`src/rtl/hex_led_scan_if.sv`:
```
// hex_led_scan_if: bus between a register block (master) and the
// hex_led_scan display driver (slave).
//   num        hex word, leftmost digit in the top nibble
//   dp         decimal point per digit, 1 = lit
//   bright     brightness level, 0 = dimmest, all-ones = full
//   enable     1 = scan, 0 = display dark
//   anodes     active-low digit selects, MSB = leftmost digit
//   cathodes   active-low {a,b,c,d,e,f,g,dp}
//   frame_done one-clock pulse at the end of each frame
// DIGITS and BRIGHT_W must match the parameters of the attached driver.
interface hex_led_scan_if #(
    parameter int DIGITS   = 4,
    parameter int BRIGHT_W = 3
);
    logic [4*DIGITS-1:0]  num;
    logic [DIGITS-1:0]    dp;
    logic [BRIGHT_W-1:0]  bright;
    logic                 enable;
    logic [DIGITS-1:0]    anodes;
    logic [7:0]           cathodes;
    logic                 frame_done;

    modport master (
        output num, dp, bright, enable,
        input  anodes, cathodes, frame_done
    );

    modport slave (
        input  num, dp, bright, enable,
        output anodes, cathodes, frame_done
    );
endinterface

```
`src/rtl/hex_led_scan.sv`:
```
// hex_led_scan: multiplexed common-anode seven-segment hex display driver.
// Scans DIGITS digits leftmost first, one slot of 2^SLOT_LOG2 clocks per
// digit. Inputs are captured once per frame so a frame never mixes old and
// new data. Each slot starts with GUARD blank clocks (anti-ghosting) and the
// anode on-time is trimmed by a PWM compare against the brightness level.
//
// Ports:
//   clk  system clock
//   rst  asynchronous reset, active-high
//   bus  hex_led_scan_if.slave (num, dp, bright, enable in;
//        anodes, cathodes, frame_done out; all outputs registered)
//
// Optional build macro: HEX_LED_SCAN_LZB_EN enables leading-zero blanking
// (digit i > 0 loses its segments when it and every digit to its left are 0).
module hex_led_scan #(
    parameter int DIGITS    = 4,
    parameter int SLOT_LOG2 = 10,
    parameter int BRIGHT_W  = 3,
    parameter int GUARD     = 2
) (
    input  logic          clk,
    input  logic          rst,
    hex_led_scan_if.slave bus
);

    localparam int IDX_W = $clog2(DIGITS);
    localparam logic [IDX_W-1:0]     LAST_IDX  = IDX_W'(DIGITS - 1);
    localparam logic [SLOT_LOG2-1:0] GUARD_CNT = SLOT_LOG2'(GUARD);

    logic [SLOT_LOG2-1:0]  r_cnt;
    logic [IDX_W-1:0]      r_idx;
    logic [4*DIGITS-1:0]   r_sh_num;
    logic [DIGITS-1:0]     r_sh_dp;
    logic [BRIGHT_W-1:0]   r_sh_bright;
    logic [DIGITS-1:0]     r_anodes;
    logic [7:0]            r_cathodes;
    logic                  r_frame_done;

    logic                  w_capture;
    logic [4*DIGITS-1:0]   w_num;
    logic [DIGITS-1:0]     w_dp;
    logic [BRIGHT_W-1:0]   w_bright;
    logic [3:0]            w_digit;
    logic [DIGITS-1:0]     w_blank_mask;
    logic                  w_zero_run;
    logic [6:0]            w_seg;
    logic                  w_lit;
    logic [DIGITS-1:0]     w_anodes;
    logic                  w_cnt_last;

    function automatic logic [6:0] hex_seg(input logic [3:0] h);
        logic [6:0] s;
        case (h)
            4'h0: s = 7'b1111110;
            4'h1: s = 7'b0110000;
            4'h2: s = 7'b1101101;
            4'h3: s = 7'b1111001;
            4'h4: s = 7'b0110011;
            4'h5: s = 7'b1011011;
            4'h6: s = 7'b1011111;
            4'h7: s = 7'b1110000;
            4'h8: s = 7'b1111111;
            4'h9: s = 7'b1111011;
            4'hA: s = 7'b1110111;
            4'hB: s = 7'b0011111;
            4'hC: s = 7'b1001110;
            4'hD: s = 7'b0111101;
            4'hE: s = 7'b1001111;
            default: s = 7'b1000111;
        endcase
        return s;
    endfunction

    always_comb begin
        // The capture clock also renders the first clock of the frame, so
        // it uses the incoming values rather than the stale shadows.
        w_capture  = bus.enable && (r_cnt == '0) && (r_idx == LAST_IDX);
        w_num      = w_capture ? bus.num    : r_sh_num;
        w_dp       = w_capture ? bus.dp     : r_sh_dp;
        w_bright   = w_capture ? bus.bright : r_sh_bright;
        w_digit    = w_num[{r_idx, 2'b00} +: 4];
        w_cnt_last = (r_cnt == '1);

        w_blank_mask = '0;
        w_zero_run   = 1'b1;
`ifdef HEX_LED_SCAN_LZB_EN
        for (int unsigned k = 0; k < DIGITS; k++) begin
            w_zero_run = w_zero_run && (w_num[4*(DIGITS-1-k) +: 4] == 4'h0);
            w_blank_mask[DIGITS-1-k] = w_zero_run && (k != DIGITS - 1);
        end
`endif
        w_seg = w_blank_mask[r_idx] ? 7'b0000000 : hex_seg(w_digit);

        // PWM: top BRIGHT_W bits of the slot counter against brightness.
        w_lit = (r_cnt >= GUARD_CNT) &&
                (r_cnt[SLOT_LOG2-1 -: BRIGHT_W] <= w_bright);
        w_anodes = '1;
        if (w_lit) begin
            w_anodes[r_idx] = 1'b0;
        end
    end

    always_ff @(posedge clk or posedge rst) begin
        if (rst) begin
            r_cnt        <= '0;
            r_idx        <= LAST_IDX;
            r_sh_num     <= '0;
            r_sh_dp      <= '0;
            r_sh_bright  <= '0;
            r_anodes     <= '1;
            r_cathodes   <= '1;
            r_frame_done <= 1'b0;
        end else if (!bus.enable) begin
            r_cnt        <= '0;
            r_idx        <= LAST_IDX;
            r_anodes     <= '1;
            r_cathodes   <= '1;
            r_frame_done <= 1'b0;
        end else begin
            r_cnt <= r_cnt + SLOT_LOG2'(1);
            if (w_cnt_last) begin
                r_idx <= (r_idx == '0) ? LAST_IDX : r_idx - IDX_W'(1);
            end
            if (w_capture) begin
                r_sh_num    <= bus.num;
                r_sh_dp     <= bus.dp;
                r_sh_bright <= bus.bright;
            end
            r_anodes     <= w_anodes;
            r_cathodes   <= ~{w_seg, w_dp[r_idx]};
            r_frame_done <= (r_idx == '0) && w_cnt_last;
        end
    end

    assign bus.anodes     = r_anodes;
    assign bus.cathodes   = r_cathodes;
    assign bus.frame_done = r_frame_done;

endmodule
```
`src/flat_wrapper.sv`:
```
// flat-port wrapper written by rule: the top's interface ports become plain ports
module hex_led_scan_flat 
#(
    parameter int DIGITS    = 4,
    parameter int SLOT_LOG2 = 10,
    parameter int BRIGHT_W  = 3,
    parameter int GUARD     = 2
)
  (clk, rst, bus_num, bus_dp, bus_bright, bus_enable, bus_anodes, bus_cathodes, bus_frame_done);
  hex_led_scan_if #(.DIGITS(DIGITS), .BRIGHT_W(BRIGHT_W)) bus_i ();
  input  logic clk;
  input  logic rst;
  input wire logic [$bits(bus_i.num)-1:0] bus_num;
  input wire logic [$bits(bus_i.dp)-1:0] bus_dp;
  input wire logic [$bits(bus_i.bright)-1:0] bus_bright;
  input wire logic [$bits(bus_i.enable)-1:0] bus_enable;
  output wire logic [$bits(bus_i.anodes)-1:0] bus_anodes;
  output wire logic [$bits(bus_i.cathodes)-1:0] bus_cathodes;
  output wire logic [$bits(bus_i.frame_done)-1:0] bus_frame_done;
  assign bus_i.num = bus_num;
  assign bus_i.dp = bus_dp;
  assign bus_i.bright = bus_bright;
  assign bus_i.enable = bus_enable;
  assign bus_anodes = bus_i.anodes;
  assign bus_cathodes = bus_i.cathodes;
  assign bus_frame_done = bus_i.frame_done;
  hex_led_scan #(.DIGITS(DIGITS), .SLOT_LOG2(SLOT_LOG2), .BRIGHT_W(BRIGHT_W), .GUARD(GUARD)) u_core (.clk(clk), .rst(rst), .bus(bus_i));
endmodule
```
`config.mk`:
```
export PLATFORM = sky130hd
export DESIGN_NAME = hex_led_scan_flat
export DESIGN_NICKNAME = d
export VERILOG_FILES = /design/src/rtl/hex_led_scan_if.sv /design/src/rtl/hex_led_scan.sv /design/src/flat_wrapper.sv
export SDC_FILE = /design/constraint.sdc
export NUM_CORES = 1
export LEC_CHECK = 0
export CAP_MARGIN = 20
export CORE_UTILIZATION = 40
export DETAILED_ROUTE_END_ITERATION = 16
export GPL_TIMING_DRIVEN = 0
export HOLD_SLACK_MARGIN = 0.15
export SYNTH_ARGS = -nofsm -noshare
export SYNTH_HDL_FRONTEND = slang
export SYNTH_SLANG_ARGS = --single-unit
```
`constraint.sdc`:
```
create_clock -name clk -period 3 [get_ports clk]
set_input_delay 0.75 -clock clk [delete_from_list [all_inputs] [get_ports clk]]
set_output_delay 0.75 -clock clk [all_outputs]
set_load 0.005 [all_outputs]
```
==> metrics.md <==
| Metric | Value |
|---|---|
| Leak pwr | ~1.7 nW |
| Switching power | 0.530 mW |
| Combined area of the multi-input logic cells | 1370 µm² |
| DRT iter0 DRCs | 81 |
| Power Internal | 1.39 mW |
| Hold_ws | ~0.46 ns |
| Clock skew after layout | around 0.005 ns |
| Clk slew on worst S/H paths | 0.08 ns |
| ANT cells | 0 |
| Largest net degree at the start of global routing | 39 |
| Post-synth EDFFs | 0 |
| Hold Crit Class | reg -> reg |
| Power Dens Cells | 538 nW/µm² |
| Overall routed net length | 5670 µm |
| Die X | 83.3 µm |
| RSZ-0062 raised after global routing | false |
| HPWL Detailed | 3990 µm |
| DIE AREA | 6940 µm² |
| Syn-to-layout area delta | 34.6% |
| Crit path DAT | 3.06 ns |
| Max-cap violation count | 0 |
| Slowest stage delay, CP | 0.58 ns |
| TritonCTS clock tree | yes |
| CP cell instances | ha_4 -> and3_4 -> and3_4 -> buf_6 -> clkbuf_16 -> mux2i_4 -> ha_4 -> a21o_1 -> a21oi_2 -> a31oi_2 -> a311oi_2 -> nand2_1 |
| Slew margin rel. | 65.0% |
| Vias | 2,043 |
| Syn nets | between 300 and 400 |
| FF+latch count, synth | between 40 and 50 |
| Register area share after synthesis | between 40% and 50% |
| Fmax | 352 MHz |
| Top cell type's share of synthesized area | between 30% and 40% |
| Tmin final | 2.84 ns |
| Placer congestion estimate | around 0.77 |
| Hold Buf Count CTS | 0 |
| Ranking of synthesized cells by area | dfrtp_1, dfstp_2, nand2_1 |
| Post-Syn Area per Cell | roughly 10 µm² |
| Max Slew Vio Count | 0 |
| Crit path max fanout | 8 |
| Drt pass-1 iters | 4 |
| Synth area leader | dfrtp_1 |
| TNS Setup | 0 ns |
| Layout cells sized above 1 | 23.9% |
| Root buffer cell | clkbuf_8 |
| Reg power frac | 42.1% |
| Post-synthesis async set-or-reset flop share | 100% |
| Cells after Synth | around 260 |
| Post-DRT Antenna Nets | 0 |
| Total gr overflow | 0 |
| Clock group share of total power | 26.4% |
| Final setup violating endpoints | 0 |
| Cell variety after synth | 43 |
| Reg area | 1220 µm² |
| # DRC | 0 |
| Post-layout util | 56.1% |
| H-tree levels | 2 |
| Final Hold Viols | 0 |
| Net Sw Frac | between 20 and 30% |
| WL/cell | 14.1 µm |
| Fillers | 538 |
| Status | completed |
| Routed vias/inst | 5.07 |
| First-pass GRT wire length | 9360 µm |
| Combinational share of power | approximately a third |
| Ys flop type | dfrtp_1 |
| Die height | roughly 83 µm |
| Warnings from Yosys | 0 |
| Worst-Skew Late Latency | 0.30 ns |
| IO Pins | 39 |
| Critical path class | reg -> reg |
| Tightest Pin Transition | around 0.52 ns |
| Num CTS Buffers | 5 |
| Worst Path Required | 3.21 ns |
| Clock Sink Count | 48 |
| Core footprint | 6350 µm² |
| CP Launch Type | flip-flop |
| Num rows | 29 |
| Initial core utilization | 41.7% |
| CP max stage cell | dfstp_2 |
| Port-buffer cells | 38 |
| Net count, final | 367 |
| Initial antenna violation count | 0 |
| Critical Path Sink Type | flip-flop |
| GRT Total Usage | 17.1% |
| Vias in the first global route | 1,903 |
| CTS max path bufs | 2 |
| Peak supply drop | between 0.3 and 0.4 mV |
| Final worst-path cycle share | between 90 and 100% |
| Syn Std Cell Area | approximately 2600 µm² |
cells in the mapped netlist (all sizes together), types with 2 or more instances:
library cell,number
nor4,3
mux2i,16
nand2,57
a21oi,4
a21o,10
xor2,4
o21ai,6
clkbuf,5
dfstp,14
mux4,3
inv,21
nor2,11
a2111oi,3
a211oi,7
nand3,6
ha,16
a31oi,12
buf,10
o211ai,2
and3,4
dfrtp,34
or3,3
power by group through the flow:
stage | Clock [mW] | Combinational (mW) | Sequential, mW
floorplan | 0 | 0.337 | 0.815
global placement | 0 | 0.497 | 0.815
detailed placement | 0 | 0.506 | 0.819
CTS | 0.523 | 0.533 | 0.807
global route | 0.551 | 0.670 | 0.819
finish | 0.505 | 0.604 | 0.807
cells by family after synthesis:
group                      synth area share [%]
xor gates and xnor gates                   1.66
muxes                                      9.03
and+or+nand+nor                            15.5
buffers and inverters                      6.62
DFF                                        46.1
adders and majority gates                  7.57
AOI/OAI and AO/OA                          13.6
worst max-delay path, delay by kind of cell, from the launching register on:
kind | cells | cell delay, ns
AO/OA/AOI/OAI | 4 | 0.73
buffers and inverters | 2 | 0.30
multiplexers | 1 | 0.27
flip-flops | 1 | 0.58
adder cells (fa/ha/maj) | 2 | 0.37
AND/OR/NAND/NOR | 3 | 0.50
metal layers:
| metal | vias to the layer above | GRT usage (%) | share of wire [%] |
|---|---|---|---|
| li1 | 1017 | - | - |
| met1 | 992 | 24.4 | 49 |
| met2 | 29 | 26.2 | 48 |
| met3 | 5 | 4.77 | 3.1 |
| met4 | 0 | 3.29 | 0.78 |
| met5 | - | 0 | 0 |
state kept, by name (all words and copies together), names as in the netlist:
| signal | cells |
|---|---|
| u_core.bus.anodes | 4 |
| u_core.r_sh_dp | 4 |
| u_core.r_sh_num | 16 |
| u_core.bus.frame_done | 1 |
| u_core.r_sh_bright | 3 |
| u_core.r_cnt | 10 |
| u_core.bus.cathodes | 8 |
| u_core.r_idx | 2 |
final cells by class:
cell class                      instances  share of cell area, %
Multi-Input combinational cell        177                   38.5
Sequential cell                        48                   34.2
Timing Repair Buffer                   60                   15.7
Buffer                                 12                   3.06
Clock buffer                            7                   2.71
Tap cell                               77                   2.71
Inverter                               21                   2.21
Clock inverter                          1                  0.843
metrics by stage:
step / power [mW] / std cells / area (µm²) / setup WS, ns
final: 1.92 / 403 / 3560 / 0.156
after global routing: 2.04 / 403 / 3560 / 0.0000560
after CTS: 1.86 / 390 / 3350 / 0.0236
after detailed placement: 1.33 / 377 / 3150 / -0.955
after global placement: 1.31 / 376 / 3130 / -0.934
after floorplan: 1.15 / 261 / 2650 / 0.0556
worst paths after layout:
kind                                      start                     end  slack [ns]  cells past startpoint
worst max register to register  u_core.r_idx[0]    u_core.bus.anodes[1]        0.16                     12
worst min-delay path            u_core.r_cnt[0]         u_core.r_cnt[0]        0.46                      1
max in group asynchronous                   rst  u_core.bus.cathodes[6]        1.77                      3
min in group asynchronous                   rst     u_core.r_sh_num[11]        0.69                      2
worst max-delay path            u_core.r_idx[0]    u_core.bus.anodes[1]        0.16                     12
worst min register to register  u_core.r_cnt[0]         u_core.r_cnt[0]        0.46                      1
layout by cell type (no fill, tap or decap), drive strengths merged, types with 4 or more instances in the layout:
| master | instances |
|---|---|
| nand3 | 6 |
| a21o | 10 |
| clkbuf | 12 |
| a21oi | 4 |
| a211oi | 7 |
| and3 | 4 |
| a31oi | 12 |
| xor2 | 4 |
| dfrtp | 34 |
| o21ai | 6 |
| nand2 | 57 |
| mux2i | 16 |
| nor2 | 11 |
| dfstp | 14 |
| inv | 21 |
| ha | 16 |
| buf | 29 |
| clkdlybuf4s50 | 37 |
repair_timing:
item | in CTS | in global routing
gates resized for setup | 11 | 20
cloned | 0 | 1
pin swaps | 4 | 7
endpoints found under the setup margin | 10 | 8
hold endpoints to repair | 0 | 0
setup buffers | 5 | 15
Power figures use the tool's default switching activity.
